<file path="src/rtl/pp_pkg.sv">
// Shared types and helpers for the iterative partial-product reduction engine.
package pp_pkg;

  localparam int unsigned NUM_PP_MAX = 32;

  typedef enum logic [1:0] {
    IDLE   = 2'd0,
    REDUCE = 2'd1,
    DONE   = 2'd2
  } state_e;

  // Smallest r with 2**r >= v.
  function automatic int unsigned clog2(input int unsigned v);
    int unsigned r;
    r = 0;
    while ((r < 32) && ((33'd1 << r) < 33'(v))) r++;
    return r;
  endfunction

endpackage

</file>
<file path="src/rtl/pp_compressor_row.sv">
// One row of WIDTH 4:2 compressors; inter-column carry ripples one bit, top carry dropped.
module pp_compressor_row
  import pp_pkg::*;
#(
  parameter int WIDTH = 64
) (
  input  logic [WIDTH-1:0] a,
  input  logic [WIDTH-1:0] b,
  input  logic [WIDTH-1:0] c,
  input  logic [WIDTH-1:0] d,
  output logic [WIDTH-1:0] s,
  output logic [WIDTH-1:0] craw
);

  logic [WIDTH-1:0] s1;
  logic [WIDTH-1:0] cout;
  logic [WIDTH-1:0] cin;

  // cout depends only on a/b/c, so the lateral chain never grows past one column.
  always_comb begin
    s1   = a ^ b ^ c;
    cout = (a & b) | (a & c) | (b & c);
    cin  = cout << 1;
    s    = s1 ^ d ^ cin;
    craw = (s1 & d) | (s1 & cin) | (d & cin);
  end

endmodule

</file>
<file path="src/rtl/pp_reduce_iter.sv">
// Iterative partial-product reducer: one shared 4:2 row removes two rows per cycle
// until a single sum/carry pair remains.
module pp_reduce_iter
  import pp_pkg::*;
#(
  parameter int WIDTH  = 64,
  parameter int NUM_PP = 8
) (
  input  logic                     clk,
  input  logic                     rst_n,
  input  logic                     in_valid,
  output logic                     in_ready,
  input  logic [NUM_PP*WIDTH-1:0]  pp_i,
  output logic                     out_valid,
  input  logic                     out_ready,
  output logic [WIDTH-1:0]         sum_o,
  output logic [WIDTH-1:0]         carry_o,
  output logic                     busy
);

  localparam int unsigned CW = clog2(32'(NUM_PP) + 32'd1);

  if (NUM_PP < 2 || NUM_PP > int'(NUM_PP_MAX)) begin : g_bad_num_pp
    $error("pp_reduce_iter: NUM_PP out of range 2..32");
  end

  state_e           state_q, state_d;
  logic [WIDTH-1:0] row_q [NUM_PP];
  logic [WIDTH-1:0] row_d [NUM_PP];
  logic [WIDTH-1:0] sh3   [NUM_PP];
  logic [WIDTH-1:0] sh4   [NUM_PP];
  logic [CW-1:0]    count_q, count_d;
  logic             in_ready_q, in_ready_d;
  logic             out_valid_q, out_valid_d;
  logic             busy_q, busy_d;
  logic [WIDTH-1:0] op_c, op_d, cmp_s, cmp_craw, cmp_c;
  logic             full_step;
  int unsigned      cnt, base;

  if (NUM_PP >= 3) begin : g_op_c
    assign op_c = row_q[2];
  end else begin : g_no_op_c
    assign op_c = '0;
  end

  if (NUM_PP >= 4) begin : g_op_d
    assign op_d = full_step ? row_q[3] : '0;
  end else begin : g_no_op_d
    assign op_d = '0;
  end

  pp_compressor_row #(.WIDTH(WIDTH)) u_row (
    .a    (row_q[0]),
    .b    (row_q[1]),
    .c    (op_c),
    .d    (op_d),
    .s    (cmp_s),
    .craw (cmp_craw)
  );

  assign cmp_c = cmp_craw << 1;

  // Row queue viewed after dropping the 3 or 4 consumed entries.
  always_comb begin
    for (int j = 0; j < NUM_PP; j++) begin
      sh3[j] = '0;
      sh4[j] = '0;
    end
    for (int j = 0; j + 3 < NUM_PP; j++) sh3[j] = row_q[j+3];
    for (int j = 0; j + 4 < NUM_PP; j++) sh4[j] = row_q[j+4];
  end

  // Row queue and count update.
  always_comb begin
    row_d     = row_q;
    count_d   = count_q;
    cnt       = 32'(count_q);
    full_step = (cnt >= 32'd4);
    base      = full_step ? (cnt - 32'd4) : (cnt - 32'd3);
    case (state_q)
      IDLE: begin
        if (in_valid) begin
          for (int k = 0; k < NUM_PP; k++) row_d[k] = pp_i[k*WIDTH +: WIDTH];
          count_d = CW'(NUM_PP);
        end
      end
      REDUCE: begin
        for (int j = 0; j < NUM_PP; j++) begin
          row_d[j] = full_step ? sh4[j] : sh3[j];
          if (32'(j) == base)              row_d[j] = cmp_s;
          else if (32'(j) == base + 32'd1) row_d[j] = cmp_c;
        end
        count_d = (cnt == 32'd3) ? CW'(2) : (count_q - CW'(2));
      end
      default: ;
    endcase
  end

  // Next-state logic.
  always_comb begin
    state_d = state_q;
    case (state_q)
      IDLE:    if (in_valid) state_d = (NUM_PP == 2) ? DONE : REDUCE;
      REDUCE:  if (count_d == CW'(2)) state_d = DONE;
      DONE:    if (out_ready) state_d = IDLE;
      default: state_d = IDLE;
    endcase
  end

  // Handshake/status flags follow the upcoming state so they come straight from flops.
  always_comb begin
    in_ready_d  = (state_d == IDLE);
    out_valid_d = (state_d == DONE);
    busy_d      = (state_d != IDLE);
  end

  always_ff @(posedge clk or negedge rst_n) begin
    if (!rst_n) begin
      state_q     <= IDLE;
      count_q     <= '0;
      in_ready_q  <= 1'b1;
      out_valid_q <= 1'b0;
      busy_q      <= 1'b0;
      for (int k = 0; k < NUM_PP; k++) row_q[k] <= '0;
    end else begin
      state_q     <= state_d;
      count_q     <= count_d;
      in_ready_q  <= in_ready_d;
      out_valid_q <= out_valid_d;
      busy_q      <= busy_d;
      for (int k = 0; k < NUM_PP; k++) row_q[k] <= row_d[k];
    end
  end

  assign in_ready  = in_ready_q;
  assign out_valid = out_valid_q;
  assign busy      = busy_q;
  assign sum_o     = row_q[0];
  assign carry_o   = row_q[1];

endmodule
</file>
<file path="config.mk">
export PLATFORM = sky130hd
export DESIGN_NAME = pp_reduce_iter
export DESIGN_NICKNAME = d
export VERILOG_FILES = /design/src/rtl/pp_pkg.sv /design/src/rtl/pp_compressor_row.sv /design/src/rtl/pp_reduce_iter.sv
export SDC_FILE = /design/constraint.sdc
export NUM_CORES = 2
export LEC_CHECK = 0
export ABC_AREA = 1
export CORE_ASPECT_RATIO = 0.7
export CORE_MARGIN = 2
export CORE_UTILIZATION = 40
export DETAILED_ROUTE_END_ITERATION = 10
export RECOVER_POWER = 25
export REMOVE_ABC_BUFFERS = 1
export SLEW_MARGIN = 20
export SYNTH_ARGS = -nofsm -noshare
export SYNTH_HDL_FRONTEND = slang
export SYNTH_SLANG_ARGS = --single-unit
</file>
<file path="constraint.sdc">
create_clock -name clk -period 3.1 [get_ports clk]
set_input_delay 0.465 -clock clk [delete_from_list [all_inputs] [get_ports clk]]
set_output_delay 0.465 -clock clk [all_outputs]
set_load 0.005 [all_outputs]
</file>
==> results.toml <==
[final_layout]
drive_above_1_share = 0.08232
final_core_util = 0.5084
layout.nets = 7683
area_growth_pct = 26.49
finalNonFillerCells = 8500

[logic_synthesis]
ys_seq_area_frac = 0.3064
synthCells = 6782
synth_edf_count = 0
ys_seq_elements = 521
yosysWarningCount = 0
syn_area_um2 = 42550
ys_types = 40
avgSynthCellArea_um2 = 6.274
yosysTopAreaCell = "dfrtp_1"
synth_area_leaders = "dfrtp_1, nand2_1, nor2_1"
synth-main-ff-cell = "dfrtp_1"
synth_top_area_share = 0.3058
async_flop_share = 1.000

[critical_path]
cp-end-kind = "register"
r2r-start = "count_q[2]$_DFF_PN0_"
cp_slowest_stage_delay_ns = 0.38
slowest_stage = "dfrtp_1"
cp_top_family = "simple AND/OR/NAND/NOR gates"
r2r_cells = 23
cp_num_cells = 23
cp_max_fo = 10
path_cells = "inv_2, ha_4, nand3_2, nand2_2, inv_2, nor2_4, inv_2, nor2_4, nand2_2, ha_2, nand2_2, nor2_4, nand3b_1, buf_6, nor2_8, buf_12, nand2_8, clkbuf_16, nand2_1, nand2_1, nand2_1, nand2_1, a21oi_1"
path_buf_inv = 6
path_common_cell = "nand2_1"
start_kind = "register"
cp_data_required_time_ns = 3.68
arrival_ns = 3.87
startpoint = "count_q[2]$_DFF_PN0_"
setup.worst_path.class = "register to register"

[flow_run]
maxCapViolations = 1

[sta]
fin_crit_sh = 1.062
relSlewSlack = -0.3373
max_freq_mhz = 303.8
setup_viol = 433
slew_violations = 50
worst_pin_slew_ns = 2.006
fin_worst_skew_ns = 0.02622
min_period_ns = 3.292
fin_ws_ns = -0.1917
grt_setup_unrepaired = "true"
finalHoldViolCount = 0

[floorplan]
die_area_um2 = 109000
coreArea_um2 = 105900
start_util = 0.4020
core.rowCount = 100
dieWidth_um = 393.8
die_y_um = 276.9
pin_count = 647

[route]
postRouteAntennaNets = 0
vias = 48331
drtIter0Drc = 6587
vias_per_cell = 5.686
drc = 0
wl_per_cell_um = 23.97
drt_first_pass_iters = 7
drt-total-wl_um = 203800

[grt]
grt_pass1_wl_um = 294700
grt_pass1_vias = 45171
overflow = 0
track_usage = 0.3515
grt_max_degree = 220
antenna_found_initial = 9

[clock_tree]
cts_buffers = 58
cts.sinks = 521
clk_root_buffer_cell = "clkbuf_16"
clock_latency_ns = 0.67
cts-htree-levels = 2
cts_tree = "built"
cts_buffer_depth = 3
clk_pin_slew_worst_paths_ns = 0.06

[min_path]
min-delay-start = "pp_i[383]"
whs_path_depth = 5
min_path_type = "input pin to register"

[pwr]
combPwrFrac = 0.715
vdd_drop_max_mv = 0.9909
leakage_nw = 25.74
seq_power_share = 0.186
netSwitchingFraction = 0.5450
pwr-share-clk = 0.099
cellPowerDensity_nw_per_um2 = 1326
p_int_mw = 32.46
switchingPower_mw = 38.88

[placement]
dpl.hpwl_um = 124600
post-place-ws_ns = -0.3152
dp.cells = 8348
port_buffers = 646
place.gp.congestion = 0.9021

[outcome]
violations = "max-capacitance violations, max-slew violations, negative setup slack"
outcome = "complete, but fails checks"
layout by cell type (no fill, tap or decap), drive strengths merged, types with 65 or more instances in the layout:
| cell type | Yosys | layout |
|---|---|---|
| nand2 | 2205 | 2206 |
| nor2 | 1159 | 1159 |
| clkdlybuf4s50 | 0 | 645 |
| o21ai | 529 | 529 |
| dfrtp | 520 | 520 |
| a21oi | 495 | 495 |
| nand3 | 471 | 471 |
| inv | 254 | 257 |
| buf | 295 | 242 |
| fa | 125 | 125 |
| clkbuf | 436 | 114 |
| mux2i | 76 | 76 |
| o21bai | 65 | 65 |
registers in the layout (all words and copies together) (netlist names):
signal and cells:
state_q 2, sum_o 64, busy 1, carry_o 64, in_ready 1, op_c 64, row_q 320, count_q 4
out_valid 1
stage by stage:
stage	cell area (µm²)	power (mW)	TNS, ns	hold WS, ns
2_1_floorplan	39140	33.55	-	0.1694
5_1_grt	53820	76.41	-117.18	0.4799
6_report	53820	71.34	-33.63	0.4657
3_3_place_gp	50200	60.94	-45.60	0.4671
3_5_place_dp	50200	61.28	-108.77	0.4681
4_1_cts	52490	68.81	-0.05852	0.3618
repair_timing:
| action | 4_1_cts | 5_1_grt |
|---|---|---|
| buffers inserted | 12 | 9 |
| endpoints found under the setup margin | 509 | 508 |
| gates cloned | 7 | 22 |
| pin swaps | 8 | 64 |
| gates resized for setup | 34 | 225 |
| hold buffers | 1 | 0 |
| endpoints found under the hold margin | 38 | 0 |
cells in the mapped netlist, drive strengths merged (53+ instances only):
library cell	n
nand2	2205
nor2	1159
o21ai	529
dfrtp	520
a21oi	495
nand3	471
clkbuf	436
buf	295
inv	254
fa	125
mux2i	76
o21bai	65
o211ai	54
nand3b	53
tightest hold or removal path, stage by stage:
cell             delay (ns)
clkdlybuf4s50_1        0.40
nand2_1                0.06
nand2_1                0.05
nand2_1                0.06
nand2_1                0.04
cell type report:
| class | count | area [µm²] |
|---|---|---|
| clock buffers | 88 | 1715 |
| well taps | 1428 | 1787 |
| fillers | 10651 | 52030 |
| multi-input cells | 5275 | 26030 |
| flip-flops and latches | 521 | 13040 |
| clock inverters | 12 | 91.34 |
| repair buffers | 918 | 10160 |
| diodes | 2 | 5.005 |
| inverters | 256 | 993.5 |
final timing paths:
kind | slack [ns] | end
setup / recovery | -0.19 | carry_o[11]$_DFFE_PN0P_
hold / removal | 0.47 | row_q[191]$_DFFE_PN0P_
setup reg to reg | -0.19 | carry_o[11]$_DFFE_PN0P_
hold reg to reg | 0.51 | row_q[137]$_DFFE_PN0P_
max in group asynchronous | 0.20 | carry_o[28]$_DFFE_PN0P_
min in group asynchronous | 0.91 | carry_o[5]$_DFFE_PN0P_
routing by layer:
metal,track usage,routed length (µm)
met5,0,19
met2,0.5253,88060
met4,0.1235,7828
met3,0.08320,23880
met1,0.4952,83980
power groups by stage:
stage / Sequential, mW / Combinational, mW / Clock (mW)
after detailed placement: 13.2 / 48.0 / 0
after global routing: 13.7 / 55.4 / 7.34
after global placement: 13.2 / 47.7 / 0
after CTS: 13.2 / 48.5 / 7.10
after floorplan: 11.7 / 21.8 / 0
final: 13.3 / 51.0 / 7.05
cell families (layout without fill, tap and decap cells):
kind of cell / Yosys count / after routing / share of synthesized area
xor+xnor: 2 / 2 / 0.0004118
compound gates: 1147 / 1147 / 0.1422
buf+inv: 987 / 1274 / 0.1026
mux: 76 / 76 / 0.01788
other cells: 0 / 2 / 0
fa+ha+maj: 137 / 137 / 0.06234
simple gates: 3912 / 3913 / 0.3681
flops: 521 / 521 / 0.3064
(Power assumes the default switching activity.)
